==> src/rtl/ysyx_23060111_trap_ctrl.sv <==
// CSR/trap sequencer: runs CSRRW/CSRRS/ECALL/MRET one at a time against the register/CSR file.
// Optional mstatus field handling on trap/return: `define YSYX_23060111_MSTATUS_FIELDS_EN.
module ysyx_23060111_trap_ctrl #(
  parameter int unsigned DATA_WIDTH = 32
) (
  input  logic                  clk,
  input  logic                  rst,
  input  logic                  req_valid,
  output logic                  req_ready,
  input  logic [1:0]            req_op,
  input  logic [1:0]            req_csr,
  input  logic [DATA_WIDTH-1:0] req_src,
  input  logic [DATA_WIDTH-1:0] req_pc,
  input  logic [DATA_WIDTH-1:0] csr_rout,
  input  logic [DATA_WIDTH-1:0] csrr_mtvec,
  input  logic [DATA_WIDTH-1:0] csrr_mepc,
  input  logic [DATA_WIDTH-1:0] csrr_mstatus,
  output logic [1:0]            csr_raddr,
  output logic                  csr_wen,
  output logic [1:0]            csr_waddr,
  output logic [DATA_WIDTH-1:0] csr_wdata,
  output logic                  csr_mepc_wen,
  output logic [DATA_WIDTH-1:0] csr_mepc_wdata,
  output logic                  csr_mcause_wen,
  output logic [DATA_WIDTH-1:0] csr_mcause_wdata,
  output logic                  csrr_mstatus_wen,
  output logic [DATA_WIDTH-1:0] csr_mstatus_wdata,
  output logic                  rd_wen,
  output logic [DATA_WIDTH-1:0] rd_wdata,
  output logic                  redir_valid,
  output logic [DATA_WIDTH-1:0] redir_pc,
  output logic                  done_valid
);

  typedef enum logic [2:0] {
    S_IDLE,
    S_READ,
    S_WRITE,
    S_TRAP,
    S_RET,
    S_DONE
  } state_t;

  typedef enum logic [1:0] {
    OP_CSRRW = 2'b00,
    OP_CSRRS = 2'b01,
    OP_ECALL = 2'b10,
    OP_MRET  = 2'b11
  } op_t;

  state_t                r_state;
  op_t                   r_op;
  logic [1:0]            r_csr;
  logic [DATA_WIDTH-1:0] r_src;
  logic [DATA_WIDTH-1:0] r_pc;
  logic [DATA_WIDTH-1:0] r_old;
  logic                  r_req_ready;
  logic                  r_csr_wen;
  logic [DATA_WIDTH-1:0] r_csr_wdata;
  logic                  r_rd_wen;
  logic                  r_mepc_wen;
  logic                  r_mcause_wen;
  logic                  r_redir_valid;
  logic [DATA_WIDTH-1:0] r_redir_pc;
  logic                  r_done_valid;

  // Outputs are registered one state ahead: each is set on the edge that enters the state
  // which owns it, so it is valid for exactly that state's cycle.
  always_ff @(posedge clk) begin
    if (rst) begin
      r_state       <= S_IDLE;
      r_op          <= OP_CSRRW;
      r_csr         <= '0;
      r_src         <= '0;
      r_pc          <= '0;
      r_old         <= '0;
      r_req_ready   <= 1'b1;
      r_csr_wen     <= 1'b0;
      r_csr_wdata   <= '0;
      r_rd_wen      <= 1'b0;
      r_mepc_wen    <= 1'b0;
      r_mcause_wen  <= 1'b0;
      r_redir_valid <= 1'b0;
      r_redir_pc    <= '0;
      r_done_valid  <= 1'b0;
    end else begin
      r_req_ready   <= 1'b0;
      r_csr_wen     <= 1'b0;
      r_rd_wen      <= 1'b0;
      r_mepc_wen    <= 1'b0;
      r_mcause_wen  <= 1'b0;
      r_redir_valid <= 1'b0;
      r_done_valid  <= 1'b0;
      case (r_state)
        S_IDLE: begin
          if (req_valid) begin
            r_op  <= op_t'(req_op);
            r_csr <= req_csr;
            r_src <= req_src;
            r_pc  <= req_pc;
            case (op_t'(req_op))
              OP_ECALL: begin
                r_state       <= S_TRAP;
                r_mepc_wen    <= 1'b1;
                r_mcause_wen  <= 1'b1;
                r_redir_valid <= 1'b1;
                r_redir_pc    <= {csrr_mtvec[DATA_WIDTH-1:2], 2'b00};
              end
              OP_MRET: begin
                r_state       <= S_RET;
                r_redir_valid <= 1'b1;
                r_redir_pc    <= csrr_mepc;
              end
              default: r_state <= S_READ;
            endcase
          end else begin
            r_req_ready <= 1'b1;
          end
        end
        S_READ: begin
          r_state  <= S_WRITE;
          r_old    <= csr_rout;
          r_rd_wen <= 1'b1;
          if (r_op == OP_CSRRW) begin
            r_csr_wen   <= 1'b1;
            r_csr_wdata <= r_src;
          end else begin
            r_csr_wen   <= (r_src != '0);
            r_csr_wdata <= csr_rout | r_src;
          end
        end
        S_WRITE, S_TRAP, S_RET: begin
          r_state      <= S_DONE;
          r_done_valid <= 1'b1;
        end
        default: begin
          r_state     <= S_IDLE;
          r_req_ready <= 1'b1;
        end
      endcase
    end
  end

  // Enables are also masked by rst so a reset landing mid-WRITE/TRAP/RET commits nothing.
  assign req_ready        = r_req_ready;
  assign csr_raddr        = r_csr;
  assign csr_wen          = r_csr_wen & ~rst;
  assign csr_waddr        = r_csr;
  assign csr_wdata        = r_csr_wdata;
  assign csr_mepc_wen     = r_mepc_wen & ~rst;
  assign csr_mepc_wdata   = r_pc;
  assign csr_mcause_wen   = r_mcause_wen & ~rst;
  assign csr_mcause_wdata = DATA_WIDTH'(11);
  assign rd_wen           = r_rd_wen & ~rst;
  assign rd_wdata         = r_old;
  assign redir_valid      = r_redir_valid & ~rst;
  assign redir_pc         = r_redir_pc;
  assign done_valid       = r_done_valid & ~rst;

`ifdef YSYX_23060111_MSTATUS_FIELDS_EN
  logic                  r_mst_wen;
  logic [DATA_WIDTH-1:0] r_mst_wdata;
  logic [1:0]            w_unused;

  function automatic logic [DATA_WIDTH-1:0] f_trap_mst(input logic [DATA_WIDTH-1:0] s);
    logic [DATA_WIDTH-1:0] v;
    v        = s;
    v[7]     = s[3];
    v[3]     = 1'b0;
    v[12:11] = 2'b11;
    return v;
  endfunction

  function automatic logic [DATA_WIDTH-1:0] f_ret_mst(input logic [DATA_WIDTH-1:0] s);
    logic [DATA_WIDTH-1:0] v;
    v        = s;
    v[3]     = s[7];
    v[7]     = 1'b1;
    v[12:11] = 2'b00;
    return v;
  endfunction

  always_ff @(posedge clk) begin
    if (rst) begin
      r_mst_wen   <= 1'b0;
      r_mst_wdata <= '0;
    end else begin
      r_mst_wen <= 1'b0;
      if (r_state == S_IDLE && req_valid) begin
        if (op_t'(req_op) == OP_ECALL) begin
          r_mst_wen   <= 1'b1;
          r_mst_wdata <= f_trap_mst(csrr_mstatus);
        end else if (op_t'(req_op) == OP_MRET) begin
          r_mst_wen   <= 1'b1;
          r_mst_wdata <= f_ret_mst(csrr_mstatus);
        end
      end
    end
  end

  assign csrr_mstatus_wen  = r_mst_wen & ~rst;
  assign csr_mstatus_wdata = r_mst_wdata;
  assign w_unused          = csrr_mtvec[1:0];
`else
  logic w_unused;

  assign csrr_mstatus_wen  = 1'b0;
  assign csr_mstatus_wdata = '0;
  assign w_unused          = ^{csrr_mtvec[1:0], csrr_mstatus};
`endif

endmodule

==> config.mk <==
export PLATFORM = sky130hd
export DESIGN_NAME = ysyx_23060111_trap_ctrl
export DESIGN_NICKNAME = d
export VERILOG_FILES = /design/src/rtl/ysyx_23060111_trap_ctrl.sv
export SDC_FILE = /design/constraint.sdc
export NUM_CORES = 1
export LEC_CHECK = 0
export ABC_AREA = 1
export ABC_CLOCK_PERIOD_IN_PS = 1190
export BUFFER_PORTS_ARGS = -buffer_cell sky130_fd_sc_hd__buf_4
export CAP_MARGIN = 40
export CORE_AREA = 10 10 147 149
export CTS_BUF_LIST = sky130_fd_sc_hd__clkbuf_4 sky130_fd_sc_hd__clkbuf_8
export CTS_CLUSTER_SIZE = 20
export DETAILED_ROUTE_END_ITERATION = 8
export DIE_AREA = 0 0 157 159
export GPL_TIMING_DRIVEN = 0
export HOLD_SLACK_MARGIN = 0.15
export PLACE_DENSITY = 0.74
export RECOVER_POWER = 25
export SLEW_MARGIN = 5
export SYNTH_ARGS = -nofsm -noshare
export SYNTH_HDL_FRONTEND = slang
export SYNTH_SLANG_ARGS = --single-unit
==> constraint.sdc <==
create_clock -name clk -period 1.19 [get_ports clk]
set_clock_uncertainty 0.1 [all_clocks]
set_input_delay 0.238 -clock clk [delete_from_list [all_inputs] [get_ports clk]]
set_output_delay 0.238 -clock clk [all_outputs]
set_load 0.01 [all_outputs]
==> flow_summary_export.csv, run 1 <==
group,metric,value,unit
global_route,grt_use_total,29.1,%
placed_design,placed_cells,1563,
clocking,clkLatencyLatePin,0.47,ns
setup_path,rr_worst_depth,8,
yosys,syn_avg_cell_area,7.52,um^2
routing,first_pass_iters,5,
yosys,synth_xor_area_share,0,%
yosys,synth_compound_area_share,17.2,%
run_status,violations,"negative setup slack",
setup_path,r2r_end,"r_src[16]",
flow_run,cap_violations,0,
global_route,grt_pass1_wl,57500,um
setup_path,crit_type,"reg2reg",
timing,fin_crit,1.60,ns
setup_path,worstPathMaxFanout,7,
yosys,ys_seq_elements,173,
floorplanning,ios,403,
power,p_leak,6.90,nW
yosys,synthDistinctLibCells,21,
yosys,synth_fa_ha_area_share,0,%
timing,rsz0062_at_grt,"true",
setup_path,cp_slowest_cell,"dfxtp_2",
yosys,synthDominantCellAreaShare,47.7,%
run_status,status,"finished with violations",
placed_design,gp_congestion,0.869,
global_route,antenna_found_initial,7,
global_route,grt_max_degree,18,
routing,avgRoutedWirePerCell,20.8,um
setup_path,r2r_slack,-0.41,ns
global_route,grt-ovfl-total,0,
clocking,cts_buffers,17,
setup_path,crit_path_end_kind,"flip-flop",
setup_path,required,1.49,ns
yosys,synth_warnings,0,
yosys,synth_seq_area_share,47.7,%
clocking,cts-root-buf,"clkbuf_8",
floorplanning,coreArea,0.0186,mm^2
final_layout,finalNonFillerCells,1858,
setup_path,cp_top_family,"simple AND/OR/NAND/NOR gates",
setup_path,critical_path.cell_chain,"nor2_4 > nand2_4 > nor2_4 > buf_6 > buf_16 > buf_8 > o21ai_0 > nor2_1",
worst_hold_path,hold-path-endpoint,"r_mcause_wen",
setup_path,r2r-start,"r_state[2]",
timing,max_freq,625,MHz
setup_path,cp_common_cell,"nor2_4",
routing,drc_errors,0,
final_layout,areaGrowthSynthToFinish,106,%
yosys,synth.area.mux_share,0,%
timing,whs,0.146,ns
floorplanning,die_h,159,um
worst_hold_path,hold_path_depth,4,
setup_path,arrival,1.90,ns
timing,worst_slew_pin_slew,0.697,ns
clocking,cts_tree,"built",
clocking,htree_levels,4,
setup_path,start_kind,"flip-flop",
worst_hold_path,hold_class,"in2reg",
yosys,yosys.area_share.simple,21.8,%
floorplanning,initial_utilization,39.1,%
floorplanning,num_rows,50,
placed_design,port_buffers,301,
timing,setup_ws,-0.410,ns
yosys,syn_area,0.00726,mm^2
floorplanning,die_width,157,um
yosys,netlist.top_cell.by_area,"dfxtp_1",
timing,fin_crit_sh,134,%
yosys,synth_area_leaders,"dfxtp_1 48%, nor2_1 11%, o21ai_0 9.1%",
routing,drt-initial-drc-count,746,
routing,vias_per_cell,5.13,
timing,report.final.setup_viol,311,
clocking,clock_path_buffers,2,
power,ir_drop,1.18,mV
setup_path,cpPeakStageDelay,0.35,ns
yosys,synth_top_family_by_area,"simple AND/OR/NAND/NOR gates",
final_layout,layout-drive-gt1-share,50.3,%
timing,hold_viol,0,
worst_hold_path,min_from,"req_op[1]",
timing,finalMaxSlewViolations,0,
final_layout,finish.net_count,1803,
clocking,clk_pin_slew,0.11,ns
routing,vias,9535,
timing,relSlewSlack,53.5,%
placed_design,post-dp-hpwl,20800,um
routing,antenna_violating_nets_post_route,0,
routing,routed_wl,38600,um
global_route,grt_pass1_vias,10300,
power,cellPowerDensity,1880,mW/mm^2
clocking,clkSinkCount,173,
floorplanning,die-area,0.0250,mm^2
setup_path,path_buf_inv,3,
yosys,netlist_instances,965,
worst max path at each step:
stage / depth (start not counted) / endpoint / slack, ns / startpoint
6_report: 8 / r_src[16] / -0.41 / r_state[2]
5_1_grt: 9 / r_src[14] / -0.43 / r_state[2]
4_1_cts: 4 / csr_mepc_wen / -0.28 / r_mcause_wen
3_5_place_dp: 6 / csr_mepc_wdata[12] / -0.45 / rst
3_3_place_gp: 6 / csr_mepc_wdata[10] / -0.44 / rst
2_1_floorplan: 4 / csr_mepc_wen / -0.09 / rst
what timing repair did:
action / 4_1_cts / 5_1_grt
cloned: 22 / 0
hold buffers: 163 / 3
setup endpoints to repair: 307 / 311
endpoints found under the hold margin: 171 / 1
buffers inserted: 66 / 2
pin swaps: 32 / 20
resized for setup: 539 / 42
cell type report:
class	instances	area (um^2)
timing repair buffer	557	5710
sequential	173	3640
fill	1059	3630
multi-input combinational	698	3530
buffer	134	1240
tap	234	293
clock buffer	20	269
clock inverter	12	144
inverter	23	104
antenna	7	17.5
registers in the layout, summed over array words and instances, names as in the netlist, 2 cells and up:
| signal | flops |
|---|---|
| r_op | 2 |
| csr_wdata | 32 |
| csr_raddr | 2 |
| redir_pc | 32 |
| r_state | 3 |
| r_src | 32 |
| rd_wdata | 32 |
| csr_mepc_wdata | 32 |
synth_stat cells:
master	n
clkbuf_1	25
nor2_4	3
inv_2	3
nand2_8	1
inv_1	20
nand2_1	125
a21oi_1	102
a31oi_1	1
buf_1	2
conb_1	2
dfxtp_1	173
nor3_2	1
buf_6	5
o211ai_1	1
o21ai_0	132
nand2_2	10
buf_4	80
buf_2	22
nor2_1	210
nand3_1	40
a21oi_2	7
metrics by stage:
step	TNS [ns]	total power, mW	setup slack, ns	cell area, um^2	utilization (%)
floorplan	-5.21	12.5	-0.0882	7620	-
finish	-53.97	28.1	-0.410	15000	80.5
detailed placement	-50.86	16.2	-0.447	10200	54.7
global route	-67.02	29.1	-0.434	15000	80.5
CTS	-47.26	27.0	-0.277	14800	79.6
global placement	-48.73	16.1	-0.441	10200	54.7
power breakdown:
| group | switching, mW | total [mW] | internal (mW) |
|---|---|---|---|
| registers | 1.23 | 8.76 | 7.53 |
| logic | 6.83 | 14.9 | 8.11 |
| clock network | 2.47 | 4.37 | 1.90 |
logic make-up (layout without fill, tap and decap cells):
family | Yosys count | after routing
compound gates | 243 | 243
flops | 173 | 173
other cells | 2 | 72
simple gates | 390 | 390
buf+inv | 157 | 746
worst min-delay path, stage by stage:
cell and delay [ns]:
buf_4 0.15, nand2_8 0.12, buf_16 0.13, nor3_2 0.03
metal layers:
layer / up-vias / global-route usage, % / wire [um]
met5: - / 0 / 0
met4: 0 / 17.9 / 2670
met3: 211 / 8.72 / 3530
met2: 608 / 50.3 / 19100
met1: 4425 / 30.0 / 13300
li1: 4291 / - / -
cell usage in the layout, fill, tap and decap left out, types with 20 or more instances in the layout:
cell type	instances
a21oi_1	69
a21oi_2	40
buf_16	20
buf_4	277
buf_6	154
buf_8	21
clkbuf_8	20
conb_1	65
dfxtp_1	38
dfxtp_2	132
dlygate4sd3_1	166
nand2_1	124
nand3_1	35
nor2_1	177
nor2_2	21
o21ai_0	33
o21ai_1	64
o21ai_2	34
Note: power is estimated with default switching activity, not from simulation.
==> inputs of run 2 (changes only) <==
Settings changed: ABC_AREA 1 to default, PLACE_DENSITY 0.74 to 0.73.
==> run 2 against run 1 <==
- fmax down 9.8%
- via count about the same
- clock power decreased by 4%
- first-iteration DRC count shrank 11%
- sequential cell count is the same
- non-clock buffer count is 3 higher
- the run still ends with negative setup slack left
- register-to-register slack got worse by 0.17 ns
- sequential power fell by 18%
- worst setup slack lost 0.17 ns
- area after synthesis down 2.8%
- synthesized cell count is 8.5% lower
- design area down 1.6%
==> flow_summary_export.csv, run 2 <==
group,metric,value,unit
floorplanning,coreArea,0.0186,mm^2
yosys,synthArstFlopShare,0,%
placed_design,gp_congestion,0.847,
clocking,htree_levels,4,
clocking,cts_buffers,17,
clocking,clock_path_buffers,2,
routing,vias_per_cell,5.40,
final_layout,areaGrowthSynthToFinish,108,%
power,p_leak,6.42,nW
setup_path,rr_worst_depth,6,
timing,fin_crit_sh,149,%
yosys,netlist_instances,883,
worst_hold_path,hold_path_depth,4,
setup_path,cpPeakStageDelay,0.36,ns
worst_hold_path,hold_class,"in2reg",
setup_path,r2r_slack,-0.58,ns
routing,routed_wl,40000,um
yosys,ys_seq_elements,173,
power,ir_drop,0.828,mV
setup_path,worstPathMaxFanout,7,
run_status,status,"finished with violations",
setup_path,required,1.44,ns
floorplanning,num_rows,50,
placed_design,post-dp-hpwl,21300,um
clocking,clkSinkCount,173,
setup_path,crit_type,"reg2reg",
routing,vias,9537,
timing,worst_slew_pin_slew,0.856,ns
floorplanning,ios,403,
final_layout,finish.net_count,1715,
yosys,synth_warnings,0,
routing,drt-initial-drc-count,664,
global_route,antenna_found_initial,4,
floorplanning,die_h,159,um
yosys,synth.area.mux_share,0.142,%
timing,max_freq,564,MHz
yosys,synth_area_leaders,"dfxtp_1 49%, a21oi_1 14%, nand2_1 12%",
clocking,cts-root-buf,"clkbuf_8",
flow_run,cap_violations,0,
yosys,yosys.area_share.simple,17.4,%
power,cellPowerDensity,1300,mW/mm^2
routing,avgRoutedWirePerCell,22.6,um
yosys,synth_compound_area_share,20.7,%
timing,fin_crit,1.77,ns
final_layout,layout-drive-gt1-share,54.6,%
final_layout,final_common_cell,"buf_4",
global_route,grt_use_total,25.0,%
yosys,synth_ff_type,"dfxtp_1",
setup_path,arrival,2.03,ns
routing,first_pass_iters,8,
placed_design,dpl_worst_slack,-0.965,ns
global_route,grt-ovfl-total,0,
placed_design,port_buffers,301,
yosys,synth_seq_area_share,49.1,%
setup_path,cp_slowest_cell,"dfxtp_4",
run_status,violations,"negative setup slack",
yosys,synth_xor_area_share,0,%
setup_path,path_buf_inv,3,
yosys,synth_fa_ha_area_share,0,%
yosys,synth_most_common_cell,"nand2_1",
clocking,clk_pin_slew,0.10,ns
timing,report.final.setup_viol,312,
timing,rsz0062_at_grt,"true",
setup_path,critical_path.cell_chain,"buf_4 > nor4b_4 > buf_6 > clkbuf_16 > a21oi_1 > a311oi_1",
yosys,netlist.top_cell.by_area,"dfxtp_1",
floorplanning,die_width,157,um
floorplanning,initial_utilization,38.0,%
global_route,grt_pass1_wl,49800,um
clocking,postCtsHoldBufs,161,
yosys,synthDistinctLibCells,30,
timing,setup_ws,-0.584,ns
setup_path,start_kind,"flip-flop",
timing,relSlewSlack,42.9,%
yosys,synth_top_family_by_area,"compound AO/OA/AOI/OAI gates",
floorplanning,die-area,0.0250,mm^2
setup_path,path_depth,6,
yosys,syn_area,0.00705,mm^2
routing,drc_errors,0,
clocking,cts_tree,"built",
setup_path,cp_top_family,"buffers and inverters",
timing,hold_viol,0,
global_route,grt_pass1_vias,9113,
yosys,synth_common_cells,"232 x nand2_1, 199 x a21oi_1, 173 x dfxtp_1",
timing,finalMaxSlewViolations,0,
clocking,clkLatencyLatePin,0.48,ns
yosys,synthDominantCellAreaShare,49.1,%
global_route,grt_max_degree,17,
setup_path,crit_path_end_kind,"flip-flop",
routing,antenna_violating_nets_post_route,0,
final_layout,final_cell_mix,"289 x buf_4, 171 x nand2_1, 164 x buf_6",
timing,whs,0.116,ns
yosys,syn_avg_cell_area,7.99,um^2
yosys,synth_edf_count,0,
-- run 2: changes by cell type after synthesis, sizes merged, moves of 10 or more --
| cell | previous run | this run |
|---|---|---|
| a21oi | 109 | 199 |
| clkbuf | 25 | 42 |
| nand2 | 136 | 232 |
| inv | 23 | 4 |
| a311oi | 0 | 30 |
| nor4 | 0 | 10 |
| nor2 | 213 | 3 |
| o21ai | 132 | 35 |
-- run 2: final cells by class --
| type | count | area, um^2 |
|---|---|---|
| buffer | 134 | 1110 |
| tap | 234 | 293 |
| antenna | 4 | 10.0 |
| inverter | 4 | 15.0 |
| timing repair buffer | 560 | 5560 |
| clock buffer | 18 | 241 |
| clock inverter | 14 | 135 |
| sequential | 173 | 3640 |
| multi-input combinational | 626 | 3700 |
| fill | 992 | 3880 |
-- run 2: metal layers --
metal,global-route usage [%],share of wire (%),vias to the layer above
li1,-,-,4147
met1,25.9,33,4478
met2,44.3,51,706
met3,8.50,9.8,206
met4,11.5,6.4,0
met5,0,0,-
-- run 2: worst register-to-register path: stages, from the launching register on --
cell	delay, ns
dfxtp_4	0.36
buf_4	0.15
nor4b_4	0.29
buf_6	0.22
clkbuf_16	0.17
a21oi_1	0.06
a311oi_1	0.30
-- run 2: stage by stage --
step / setup TNS, ns / util, % / instances / total power [mW] / area, um^2
4_1_cts: -93.34 / 68.2 / 1704 / 16.7 / 12700
3_3_place_gp: -129.60 / 53.3 / 1481 / 11.2 / 9900
5_1_grt: -99.29 / 79.1 / 1767 / 19.8 / 14700
6_report: -89.33 / 79.1 / 1767 / 19.2 / 14700
2_1_floorplan: -57.27 / - / 946 / 9.21 / 7340
3_5_place_dp: -127.53 / 53.3 / 1481 / 11.2 / 9900
-- run 2: path summary, 6_finish.rpt --
kind,start,endpoint
worst max-delay path,r_state[1],redir_pc[18]
worst min register to register,r_op[0],r_op[0]
worst min-delay path,req_op[1],redir_pc[31]
worst max register to register,r_state[1],redir_pc[18]
-- run 2: what timing repair did --
item                                    4_1_cts  5_1_grt
endpoints found under the hold margin       166        4
resized for setup                           138      513
endpoints found under the setup margin      311      312
pin swaps                                    35       95
buffers inserted                             22       56
cloned                                       13       10
-- run 2: kinds of logic (layout without fill, tap and decap cells) --
kind of cell	count (synthesis)	count (layout)
AOI/OAI and AO/OA	267	267
other	2	69
and+or+nand+nor	293	293
buffers and inverters	147	730
muxes	1	1
DFF	173	173
-- run 2: where the power goes --
group          switching [mW]  total [mW]  internal [mW]  leakage (nW)
clock                    2.47        4.19           1.72         0.179
combinational            3.59        7.78           4.19          4.77
sequential              0.632        7.21           6.58          1.47
==> inputs of run 3 (changes only) <==
Settings changed: SKIP_CTS_REPAIR_TIMING from default to 1.
==> run 3 against run 2 <==
- the run still ends with negative setup slack left
- first-iteration DRC count is 33% lower
- register-to-register slack lost 0.05 ns
- sequential cell count is the same
- core utilization is 13 points lower
- clock power decreased by 3%
- cell count shrank 4.4%
- worst hold slack worse by 0.020 ns
- routed wire length shrank 22%
- clock-buffer cell count did not move
- sequential power shrank 4.2%
- non-clock buffer count is 77 lower
==> flow_summary_export.csv, run 3 (same netlist as run 2, synthesis figures left out) <==
group,metric,value,unit
clocking,clk_pin_slew,0.10,ns
routing,vias,8317,
global_route,grt_use_total,20.5,%
global_route,grt_pass1_vias,7365,
clocking,cts_buffers,17,
placed_design,gp_congestion,0.847,
routing,routed_wl,31300,um
final_layout,multi_input_comb_area,0.00305,mm^2
final_layout,final_area,0.0123,mm^2
power,p_int,10.8,mW
final_layout,layout-drive-gt1-share,33.5,%
global_route,grt-ovfl-total,0,
routing,drc_errors,0,
power,ir_drop,0.696,mV
timing,finalSetupTns,-92.00,ns
setup_path,crit_path_end_kind,"flip-flop",
setup_path,critical_path.cell_chain,"or4b_4 > buf_12 > nor2_4 > buf_4 > a311oi_1",
clocking,clkSinkCount,173,
setup_path,r2r-start,"r_state[1]",
final_layout,n_fill_cell,1443,
power,report.power.total,16.2,mW
power,switchingPower,5.40,mW
clocking,cts-root-buf,"clkbuf_8",
run_status,violations,"negative setup slack",
setup_path,r2r_end,"redir_pc[12]",
timing,fin_crit_sh,153,%
floorplanning,num_rows,50,
run_status,status,"finished with violations",
clocking,clock_path_buffers,2,
routing,first_pass_iters,5,
routing,route.top_layer_used,"met4",
setup_path,arrival,2.05,ns
global_route,grt_max_degree,17,
routing,vias_per_cell,4.92,
placed_design,placed_area,0.00990,mm^2
timing,setup_ws,-0.632,ns
setup_path,r2r_slack,-0.63,ns
routing,drt-initial-drc-count,446,
timing,relSlewSlack,57.0,%
worst_hold_path,hold_class,"in2reg",
final_layout,final_common_cell,"buf_4",
placed_design,post-dp-hpwl,21300,um
floorplanning,initial_utilization,38.0,%
timing,max_freq,549,MHz
clocking,htree_levels,4,
flow_run,cap_violations,0,
setup_path,cp_slowest_cell,"or4b_4",
final_layout,regArea,0.00347,mm^2
routing,wl_met2,15700,um
placed_design,placed_cells,1481,
routing,drt-met1-wl,11600,um
final_layout,finish.net_count,1638,
clocking,cts_tree,"built",
power,cellPowerDensity,1320,mW/mm^2
power,comb_power_share,32.5,%
floorplanning,die_width,157,um
setup_path,rr_worst_depth,5,
setup_path,cp_top_family,"simple AND/OR/NAND/NOR gates",
timing,hold_viol,0,
setup_path,crit_type,"reg2reg",
routing,antenna_violating_nets_post_route,0,
routing,avgRoutedWirePerCell,18.5,um
setup_path,start_kind,"flip-flop",
setup_path,path_depth,5,
setup_path,path_buf_inv,2,
setup_path,cpPeakStageDelay,0.55,ns
timing,finalMaxSlewViolations,0,
setup_path,startpoint,"r_state[1]",
global_route,antenna_found_initial,4,
setup_path,worstPathMaxFanout,8,
floorplanning,die-area,0.0250,mm^2
floorplanning,ios,403,
final_layout,areaGrowthSynthToFinish,74.3,%
power,p_leak,5.52,nW
timing,rsz0062_at_grt,"true",
final_layout,utilization,66.2,%
power,sw_frac_of_total,33.3,%
floorplanning,die_h,159,um
power,clkPwrFrac,24.9,%
timing,fin_crit,1.82,ns
floorplanning,coreArea,0.0186,mm^2
setup_path,crit_end,"redir_pc[12]",
clocking,clkLatencyLatePin,0.46,ns
routing,route.met3.wl,2900,um
power,seqPwrFrac,42.6,%
placed_design,port_buffers,301,
setup_path,required,1.42,ns
final_layout,finalNonFillerCells,1690,
timing,report.final.setup_viol,311,
global_route,grt_pass1_wl,40500,um
final_layout,final_cell_mix,"380 x buf_4, 223 x nand2_1, 194 x a21oi_1",
timing,worst_slew_pin_slew,0.646,ns
## run 3: worst min path at each step
stage	from	endpoint	slack, ns	depth (start not counted)
after floorplan	req_src[0]	r_src[0]	0.27	2
after global placement	r_op[0]	r_op[0]	0.34	2
after detailed placement	csr_mepc_wdata[11]	csr_mepc_wdata[11]	0.35	2
after CTS	req_pc[25]	csr_mepc_wdata[25]	-0.11	3
after global routing	req_op[1]	redir_pc[31]	0.09	4
final	req_op[1]	redir_pc[31]	0.1	4
## run 3: metrics by stage
step                      worst slack (ns)  hold WS, ns
after floorplan                     -0.444        0.274
after global placement              -0.983        0.337
after detailed placement            -0.965        0.347
after CTS                           -0.994       -0.110
after global routing                -0.701       0.0863
final                               -0.632       0.0961
## run 3: layer usage
metal  vias up  global-route usage, %
li1       3982                      -
met1      3832                   21.9
met2       431                   35.9
met3        72                   8.39
met4         0                   6.44
met5         -                      0
## run 3: layout make-up
class                           instances  area share, %
Timing Repair Buffer                  477           33.2
Sequential cell                       173           28.2
Multi-Input combinational cell        626           24.8
Buffer                                140           8.12
Tap cell                              234           2.38
Clock buffer                           18           1.96
Clock inverter                         14           1.10
Inverter                                4          0.122
Antenna cell                            4         0.0814
## run 3: power groups by stage
stage	Clock [mW]	Sequential (mW)	Combinational [mW]
2_1_floorplan	0	7.15	2.06
3_3_place_gp	0	6.95	4.23
3_5_place_dp	0	6.98	4.26
4_1_cts	4.11	6.85	4.27
5_1_grt	4.31	6.99	5.72
6_report	4.05	6.91	5.28
## run 3: worst reg2reg max path, cell delays in order, from the launching register on
cell and delay, ns:
dfxtp_4 0.37, or4b_4 0.55, buf_12 0.17, nor2_4 0.21
buf_4 0.20, a311oi_1 0.10
